<file path="config.mk">
export PLATFORM = sky130hd
export DESIGN_NAME = calc_request_arbiter
export DESIGN_NICKNAME = d
export VERILOG_FILES = /design/src/rtl/calc_request_arbiter.sv
export SDC_FILE = /design/constraint.sdc
export NUM_CORES = 1
export LEC_CHECK = 0
export BUFFER_PORTS_ARGS = -buffer_cell sky130_fd_sc_hd__buf_2
export CAP_MARGIN = 20
export CORE_ASPECT_RATIO = 0.5
export CORE_MARGIN = 3
export CORE_UTILIZATION = 49
export CTS_CLUSTER_DIAMETER = 50
export DETAILED_ROUTE_END_ITERATION = 6
export HOLD_SLACK_MARGIN = 0.05
export PLACE_DENSITY = 0.79
export SYNTH_ARGS = -nofsm -noshare
export SYNTH_HDL_FRONTEND = slang
export SYNTH_SLANG_ARGS = --single-unit
</file>
<file path="constraint.sdc">
create_clock -name clk -period 1.7 [get_ports clk]
set_input_delay 0.17 -clock clk [delete_from_list [all_inputs] [get_ports clk]]
set_output_delay 0.17 -clock clk [all_outputs]
set_load 0.02 [all_outputs]
</file>
<file path="src/rtl/calc_request_arbiter.sv">
// calc_request_arbiter: round-robin arbiter sharing one calculator between two requesters,
// with a done timeout that returns an error response and pulses calc_rst.
module calc_request_arbiter #(
    parameter int DW      = 4,
    parameter int TIMEOUT = 15
) (
    input  logic          clk,
    input  logic          rst,
    input  logic [1:0]    req,
    input  logic [1:0]    op0,
    input  logic [1:0]    op1,
    input  logic [DW-1:0] a0,
    input  logic [DW-1:0] a1,
    input  logic [DW-1:0] b0,
    input  logic [DW-1:0] b1,
    output logic [1:0]    gnt,
    output logic [1:0]    rsp_valid,
    output logic          rsp_err,
    output logic [DW-1:0] rsp_data,
    output logic          busy,
    output logic          calc_go,
    output logic [1:0]    calc_op,
    output logic [DW-1:0] calc_a,
    output logic [DW-1:0] calc_b,
    output logic          calc_rst,
    input  logic          calc_done,
    input  logic [DW-1:0] calc_result
);
    typedef enum logic [1:0] {IDLE, ISSUE, WAIT, RESP} state_t;

    state_t        state_q, state_d;
    logic          rr_q, rr_d, owner_q, owner_d, err_q, err_d, win;
    logic [7:0]    timer_q, timer_d;
    logic [1:0]    op_q, op_d;
    logic [DW-1:0] ca_q, ca_d, cb_q, cb_d, data_q, data_d;

    always_ff @(posedge clk or posedge rst) begin
        if (rst) begin
            state_q <= IDLE;
            rr_q    <= 1'b0;
            owner_q <= 1'b0;
            err_q   <= 1'b0;
            timer_q <= '0;
            op_q    <= '0;
            ca_q    <= '0;
            cb_q    <= '0;
            data_q  <= '0;
        end else begin
            state_q <= state_d;
            rr_q    <= rr_d;
            owner_q <= owner_d;
            err_q   <= err_d;
            timer_q <= timer_d;
            op_q    <= op_d;
            ca_q    <= ca_d;
            cb_q    <= cb_d;
            data_q  <= data_d;
        end
    end

    always_comb begin
        state_d = state_q;
        rr_d    = rr_q;
        owner_d = owner_q;
        err_d   = err_q;
        timer_d = timer_q;
        op_d    = op_q;
        ca_d    = ca_q;
        cb_d    = cb_q;
        data_d  = data_q;
        // a lone request wins outright; a tie goes to the round-robin pointer
        win     = (req == 2'b11) ? rr_q : req[1];
        case (state_q)
            IDLE: if (req != 2'b00) begin
                owner_d = win;
                op_d    = win ? op1 : op0;
                ca_d    = win ? a1 : a0;
                cb_d    = win ? b1 : b0;
                state_d = ISSUE;
            end
            ISSUE: begin
                timer_d = '0;
                state_d = WAIT;
            end
            WAIT: if (calc_done) begin
                data_d  = calc_result;
                err_d   = 1'b0;
                state_d = RESP;
            end else if (timer_q == 8'(TIMEOUT - 1)) begin
                data_d  = '0;
                err_d   = 1'b1;
                state_d = RESP;
            end else begin
                timer_d = timer_q + 8'd1;
            end
            RESP: begin
                rr_d    = ~owner_q;
                state_d = IDLE;
            end
            default: state_d = IDLE;
        endcase
    end

    assign busy      = state_q != IDLE;
    assign calc_go   = state_q == ISSUE;
    assign gnt       = calc_go ? {owner_q, ~owner_q} : 2'b00;
    assign rsp_valid = (state_q == RESP) ? {owner_q, ~owner_q} : 2'b00;
    assign calc_rst  = (state_q == RESP) & err_q;
    assign rsp_err   = err_q;
    assign rsp_data  = data_q;
    assign calc_op   = op_q;
    assign calc_a    = ca_q;
    assign calc_b    = cb_q;
endmodule

</file>
==> results of run 1 <==
where the power goes:
part           leakage (nW)  internal (mW)  switching (mW)
clock network        0.0217          0.167           0.203
registers             0.347          0.864           0.132
logic                 0.616          0.577           0.898
total                 0.985           1.61            1.23
repair_timing:
| action | CTS | global route |
|---|---|---|
| endpoints found under the setup margin | 1 | 5 |
| buffers inserted | 0 | 0 |
| endpoints found under the hold margin | 27 | 0 |
| hold buffers | 1 | 0 |
| resized for setup | 1 | 1 |
kinds of logic after synthesis:
group	count (synthesis)
compound gates	36
fa+ha+maj	6
buf+inv	16
flops	27
mux	12
simple gates	45
routing by layer:
| metal | GRT usage (%) | vias up |
|---|---|---|
| li1 | - | 608 |
| met5 | 0 | - |
| met2 | 38.4 | 41 |
| met3 | 4.47 | 6 |
| met4 | 3.97 | 0 |
| met1 | 21.7 | 580 |
per-stage QoR:
stage	area, um^2	setup slack, ns	total power, mW	std cells	util, %
floorplan	1430	0.185	1.97	142	-
global placement	1740	0.101	2.41	229	64.8
detailed placement	1740	0.0483	2.48	229	64.8
CTS	1800	0.0413	2.85	234	67.2
global route	1800	-0.0457	3.05	234	67.2
finish	1800	0.0553	2.84	234	67.2
cells in the final DEF, fill, tap and decap left out, drive strengths merged:
master        n
buf          57
dfrtp        27
nand2        20
o21ai        17
mux2i        11
inv           9
ha            6
nor2          5
a22o          5
and2          5
a21oi         4
nand4         3
clkbuf        3
nand3         2
a21o          2
and3          2
nor3b         2
a22oi         2
a211o         2
and3b         1
o311ai        1
nand4b        1
nor4          1
and4bb        1
o22a          1
nor4bb        1
nor2b         1
mux2          1
o211ai        1
o22ai         1
clkinvlp      1
dlygate4sd3   1
layout make-up:
| class | count | area (um^2) |
|---|---|---|
| clock buffers | 3 | 41.3 |
| clock inverters | 1 | 7.51 |
| fillers | 206 | 881 |
| inverters | 9 | 33.8 |
| multi-input cells | 99 | 686 |
| flip-flops and latches | 27 | 676 |
| well taps | 37 | 46.3 |
| repair buffers | 58 | 313 |
worst paths after layout:
check	from	slack, ns	depth (start not counted)	to
max in group asynchronous	rst	0.90	4	timer_q[4]
max	state_q[0]	0.06	6	timer_q[0]
min in group asynchronous	rst	0.54	4	calc_b[0]
max reg2reg	state_q[0]	0.06	6	timer_q[0]
min reg2reg	calc_op[0]	0.49	2	calc_op[0]
min	calc_result[2]	0.11	2	rsp_data[2]
registers in the layout, indices dropped and copies added, names as in the netlist:
| signal | flops |
|---|---|
| calc_a | 4 |
| calc_b | 4 |
| calc_op | 2 |
| owner_q | 1 |
| rr_q | 1 |
| rsp_data | 4 |
| rsp_err | 1 |
| state_q | 2 |
| timer_q | 8 |
==> impl_metrics.csv, run 1 <==
group,metric,value,unit
timing,finalSetupViolCount,0,
synthesis,synthCells,142,
power_and_ir_drop,p_leak,0.985,nW
synthesis,synth_xor_area_share,0,%
timing,finalSetupTns,0,ns
synthesis,synth_edf_count,0,
synthesis,yosysMostFrequentCell,"dfrtp_1",
worst_setup_path,worstPathArrival,1.81,ns
finish,diodes,0,
global_route,grt-ovfl-total,0,
global_route,grt_max_degree,28,
clock_network,cts_tree,"yes",
drt,wl_met3,209,um
finish,nNetsFinal,233,
place,io_buffers,50,
clock_network,clk_transition_reported_paths,0.10,ns
synthesis,ys_seq_elements,27,
drt,met1_length,1.34,mm
floorplanning,core_area,2680,um^2
worst_setup_path,path_class,"reg2reg",
drt,route.met2.wl,1.76,mm
synthesis,synth_common_cells,"dfrtp_1, nand2_1, o21ai_1",
drt,drt_iter0_markers,38,
power_and_ir_drop,power_density,1580,nW/um^2
finish,drive_above_1_share,36.0,%
floorplanning,io_pins,51,
synthesis,postSynth.asyncResetShare,100,%
worst_setup_path,cp.buffers_inverters,1,
timing,max_slew_margin,76.1,%
outcome,status,"finished clean",
worst_setup_path,max_stage_delay,0.40,ns
synthesis,netlist_area,1430,um^2
clock_network,root_buffer,"clkbuf_8",
synthesis,yosys.area_share.simple,17.0,%
clock_network,clock-sinks,27,
power_and_ir_drop,peakVddDrop,0.000630,V
synthesis,synthTopCellsByArea,"dfrtp_1, mux2i_1, ha_1",
floorplanning,die_area,3650,um^2
place,gp_congestion,0.815,
worst_setup_path,critPathMaxFanout,9,
synthesis,yosys.area.top_type,"dfrtp_1",
worst_setup_path,cp-end-kind,"flop",
place,hpwl,2.52,mm
drt,wirelength,3.35,mm
finish,syn2layout_area_growth,26.0,%
floorplanning,initial_core_util,53.3,%
timing,fmax,608,MHz
clock_network,cts_buffers,3,
floorplanning,die_width,82.4,um
global_route,grt_usage,19.6,%
synthesis,synth-compound-area-share,16.9,%
worst_setup_path,cp.required,1.86,ns
worst_setup_path,critical_path.top_delay_family,"flip-flops",
global_route,grt_pass1_vias,1224,
timing,rsz0062_at_grt,"true",
timing,timing.hold.ws,0.109,ns
floorplanning,rows,13,
worst_setup_path,slowest_stage,"dfrtp_1",
run,drv_cap,0,
worst_setup_path,worstPathCellList,"inv_1 > ha_1 > and2_2 > a211o_2 > nand2_1 > o21ai_1",
synthesis,post_synth_mux_area_share,8.48,%
drt,ant_nets,0,
clock_network,clock_latency,0.28,ns
drt,route.vias.total,1235,
worst_setup_path,worst_setup_path_start_kind,"flop",
hold_path,hp-class,"in2reg",
synthesis,yosysWarnings,0,
timing,hold_violations,0,
synthesis,synth_nets,177,
global_route,antenna_found_initial,0,
synthesis,synth_top_flop_cell,"dfrtp_1",
timing,min_period,1.64,ns
synthesis,synth_area_per_cell,10.1,um^2
floorplanning,die_h,44.2,um
timing,worst_pin_slew,0.359,ns
synthesis,ys_types,38,
timing,maxSlewViolCount,0,
drt,drt-vias-per-instance,5.28,
synthesis,synth_top_area_share,47.2,%
clock_network,cts.htree.levels,1,
drt,routed.top_layer,"met4",
global_route,grt_pass1_wl,5.37,mm
timing,period_share,96.7,%
synthesis,synth_top_family_by_area,"simple AND/OR/NAND/NOR gates",
synthesis,seq_area_frac_synth,47.2,%
drt,drc,0,
drt,post_drt_wl_per_cell,14.3,um
clock_network,cts_max_path_buffers,2,
synthesis,synth_adder_area_share,5.24,%
drt,dr.pass1.iters,4,
timing,fin_skew,0.00789,ns
Note: power is estimated with default switching activity, not from simulation.
==> run 2, diff against run 1 <==
Settings changed: ABC_AREA set to 1, TNS_END_PERCENT set to 20.
==> run 2 against run 1 <==
Compared with the run above: flip-flop and latch count is the same; synthesized area grew 1.8%; clock-buffer cell count is 1 higher; power shrank 0.64%; wire length shrank 6.2%; sequential share of layout area is 0.16 points higher; first-iteration DRC count grew 89%; die area rose by 1.6%; combinational power decreased by 3%; maximum frequency increased by 14%; clock skew about the same; highest routed layer unchanged; setup slack better by 0.20 ns; largest cell class is now flip-flops and latches.
==> impl_metrics.csv, run 2 <==
group,metric,value,unit
timing,period_share,84.9,%
drt,drt_iter0_markers,72,
clock_network,holdBufCountCts,1,
clock_network,cts_tree,"yes",
clock_network,cts_buffers,3,
power_and_ir_drop,peakVddDrop,0.00120,V
timing,worst_pin_slew,0.347,ns
global_route,met2_usage,33.9,%
timing,fmax,693,MHz
floorplanning,rows,13,
drt,route.vias.total,1367,
timing,finalSetupViolCount,0,
power_and_ir_drop,p_leak,0.977,nW
floorplanning,die_width,83.1,um
timing,maxSlewViolCount,0,
global_route,grt_max_degree,28,
worst_setup_path,path_class,"reg2out",
place,io_buffers,50,
finish,drive_above_1_share,26.2,%
finish,syn2layout_area_growth,23.2,%
synthesis,synth_nets,227,
drt,post_drt_wl_per_cell,11.2,um
drt,drt-vias-per-instance,4.86,
synthesis,seq_area_frac_synth,46.4,%
global_route,grt_pass1_vias,1301,
worst_setup_path,r2r_setup_slack,0.27,ns
finish,final_common_cell,"nand2_1",
synthesis,synth_area_per_cell,7.59,um^2
synthesis,yosys.area.top_type,"dfrtp_1",
synthesis,ys_types,19,
global_route,antenna_found_initial,0,
timing,fin_skew,0.00754,ns
timing,hold_violations,0,
finish,utilization,66.1,%
finish,regMostFlops,"timer_q",
clock_network,cts_max_path_buffers,2,
finish,diodes,0,
global_route,grt_pass1_wl,5.60,mm
timing,finalSetupTns,0,ns
synthesis,synthTopCellsByArea,"dfrtp_1, nand2_1, o21ai_1",
clock_network,clock-sinks,27,
worst_setup_path,worst_setup_path_start_kind,"flop",
floorplanning,io_pins,51,
clock_network,cts.htree.levels,1,
worst_setup_path,worstPathArrival,1.27,ns
synthesis,netlist_area,1460,um^2
clock_network,cts_resized,0,
synthesis,yosysMostFrequentCell,"nand2_1",
place,gp_congestion,0.887,
synthesis,synth_common_cells,"nand2_1, dfrtp_1, inv_1",
drt,ant_nets,0,
floorplanning,die_area,3700,um^2
synthesis,synth_top_flop_cell,"dfrtp_1",
worst_setup_path,critPathMaxFanout,4,
finish,largest_reg_flops,8,
floorplanning,die_h,44.6,um
synthesis,postSynth.asyncResetShare,100,%
global_route,grt_usage,19.0,%
timing,rsz0062_at_grt,"false",
global_route,grt_busiest_layer,"met2",
power_and_ir_drop,power_density,1570,nW/um^2
global_route,grt_use_met3,5.39,%
drt,wirelength,3.15,mm
finish,layout_common_cells,"nand2_1, buf_2, dfrtp_1",
synthesis,ys_seq_elements,27,
synthesis,synth_top_area_share,46.4,%
place,hpwl,2.41,mm
worst_setup_path,cp-end-kind,"output pin",
synthesis,synthCells,192,
timing,timing.hold.ws,0.0857,ns
worst_setup_path,cp.required,1.53,ns
synthesis,synth_edf_count,0,
finish,nNetsFinal,280,
synthesis,yosysWarnings,0,
hold_path,hp-class,"in2reg",
clock_network,cts_setup_buffers,0,
timing,min_period,1.44,ns
global_route,grt-ovfl-total,0,
clock_network,root_buffer,"clkbuf_8",
global_route,grt.met1_usage,23.6,%
timing,max_slew_margin,76.9,%
clock_network,clk_transition_reported_paths,0.09,ns
clock_network,clock_latency,0.28,ns
drt,drc,0,
drt,dr.pass1.iters,4,
outcome,status,"finished clean",
floorplanning,core_area,2720,um^2
floorplanning,initial_core_util,53.7,%
run,drv_cap,0,
[run 2: cell types whose count changed after synthesis, sizes merged, moves of 10 or more]
cell,before,now
inv,9,24
mux2i,11,0
nand2,20,56
nand3,2,12
nor2,5,20
o21ai,17,32
[run 2: worst paths after layout]
kind	endpoint	cells after the start	start
min reg2reg	rsp_data[1]	2	rsp_data[1]
max	busy	4	state_q[0]
min	rsp_data[2]	3	calc_result[2]
min in group asynchronous	rsp_data[2]	4	rst
max in group asynchronous	owner_q	4	rst
max reg2reg	timer_q[1]	5	state_q[0]
[run 2: where the power goes]
part / internal [mW] / total (mW) / leakage (nW) / switching [mW]
combinational: 0.482 / 1.43 / 0.610 / 0.948
sequential: 0.876 / 1.03 / 0.343 / 0.154
clock: 0.168 / 0.363 / 0.0228 / 0.195
total: 1.53 / 2.82 / 0.977 / 1.30
[run 2: final cells by class]
| cell class | instances | area, um^2 |
|---|---|---|
| Multi-Input combinational cell | 135 | 656 |
| Timing Repair Buffer | 54 | 283 |
| Fill cell | 230 | 921 |
| Sequential cell | 27 | 676 |
| Tap cell | 37 | 46.3 |
| Inverter | 24 | 90.1 |
| Clock buffer | 4 | 45.0 |
[run 2: metrics by stage]
stage	worst slack [ns]	power (mW)	std cells	instance area [um^2]
after floorplan	0.277	2.11	192	1460
after global placement	0.315	2.44	276	1740
after detailed placement	0.279	2.47	276	1740
after CTS	0.243	2.85	281	1800
after global routing	0.0772	3.08	281	1800
final	0.257	2.82	281	1800
[run 2: critical path, cell delays in order (launching register included)]
cell and delay [ns]:
dfrtp_1 0.40, inv_1 0.08, ha_1 0.21, inv_1 0.12, buf_2 0.18
[run 2: cells by family (layout without fill, tap and decap cells)]
kind of cell | Yosys count | in the layout | synth area share (%)
compound gates | 39 | 39 | 13.6
fa+ha+maj | 6 | 6 | 5.15
flops | 27 | 27 | 46.4
buf+inv | 30 | 82 | 8.67
simple gates | 90 | 90 | 26.2
[run 2: routing by layer]
layer | up-vias | part of all wire [%] | routed length, um
met2 | 37 | 48 | 1520
met1 | 619 | 45 | 1400
met3 | 4 | 6.1 | 192
met5 | - | 0 | 0
li1 | 707 | - | -
met4 | 0 | 0.89 | 28
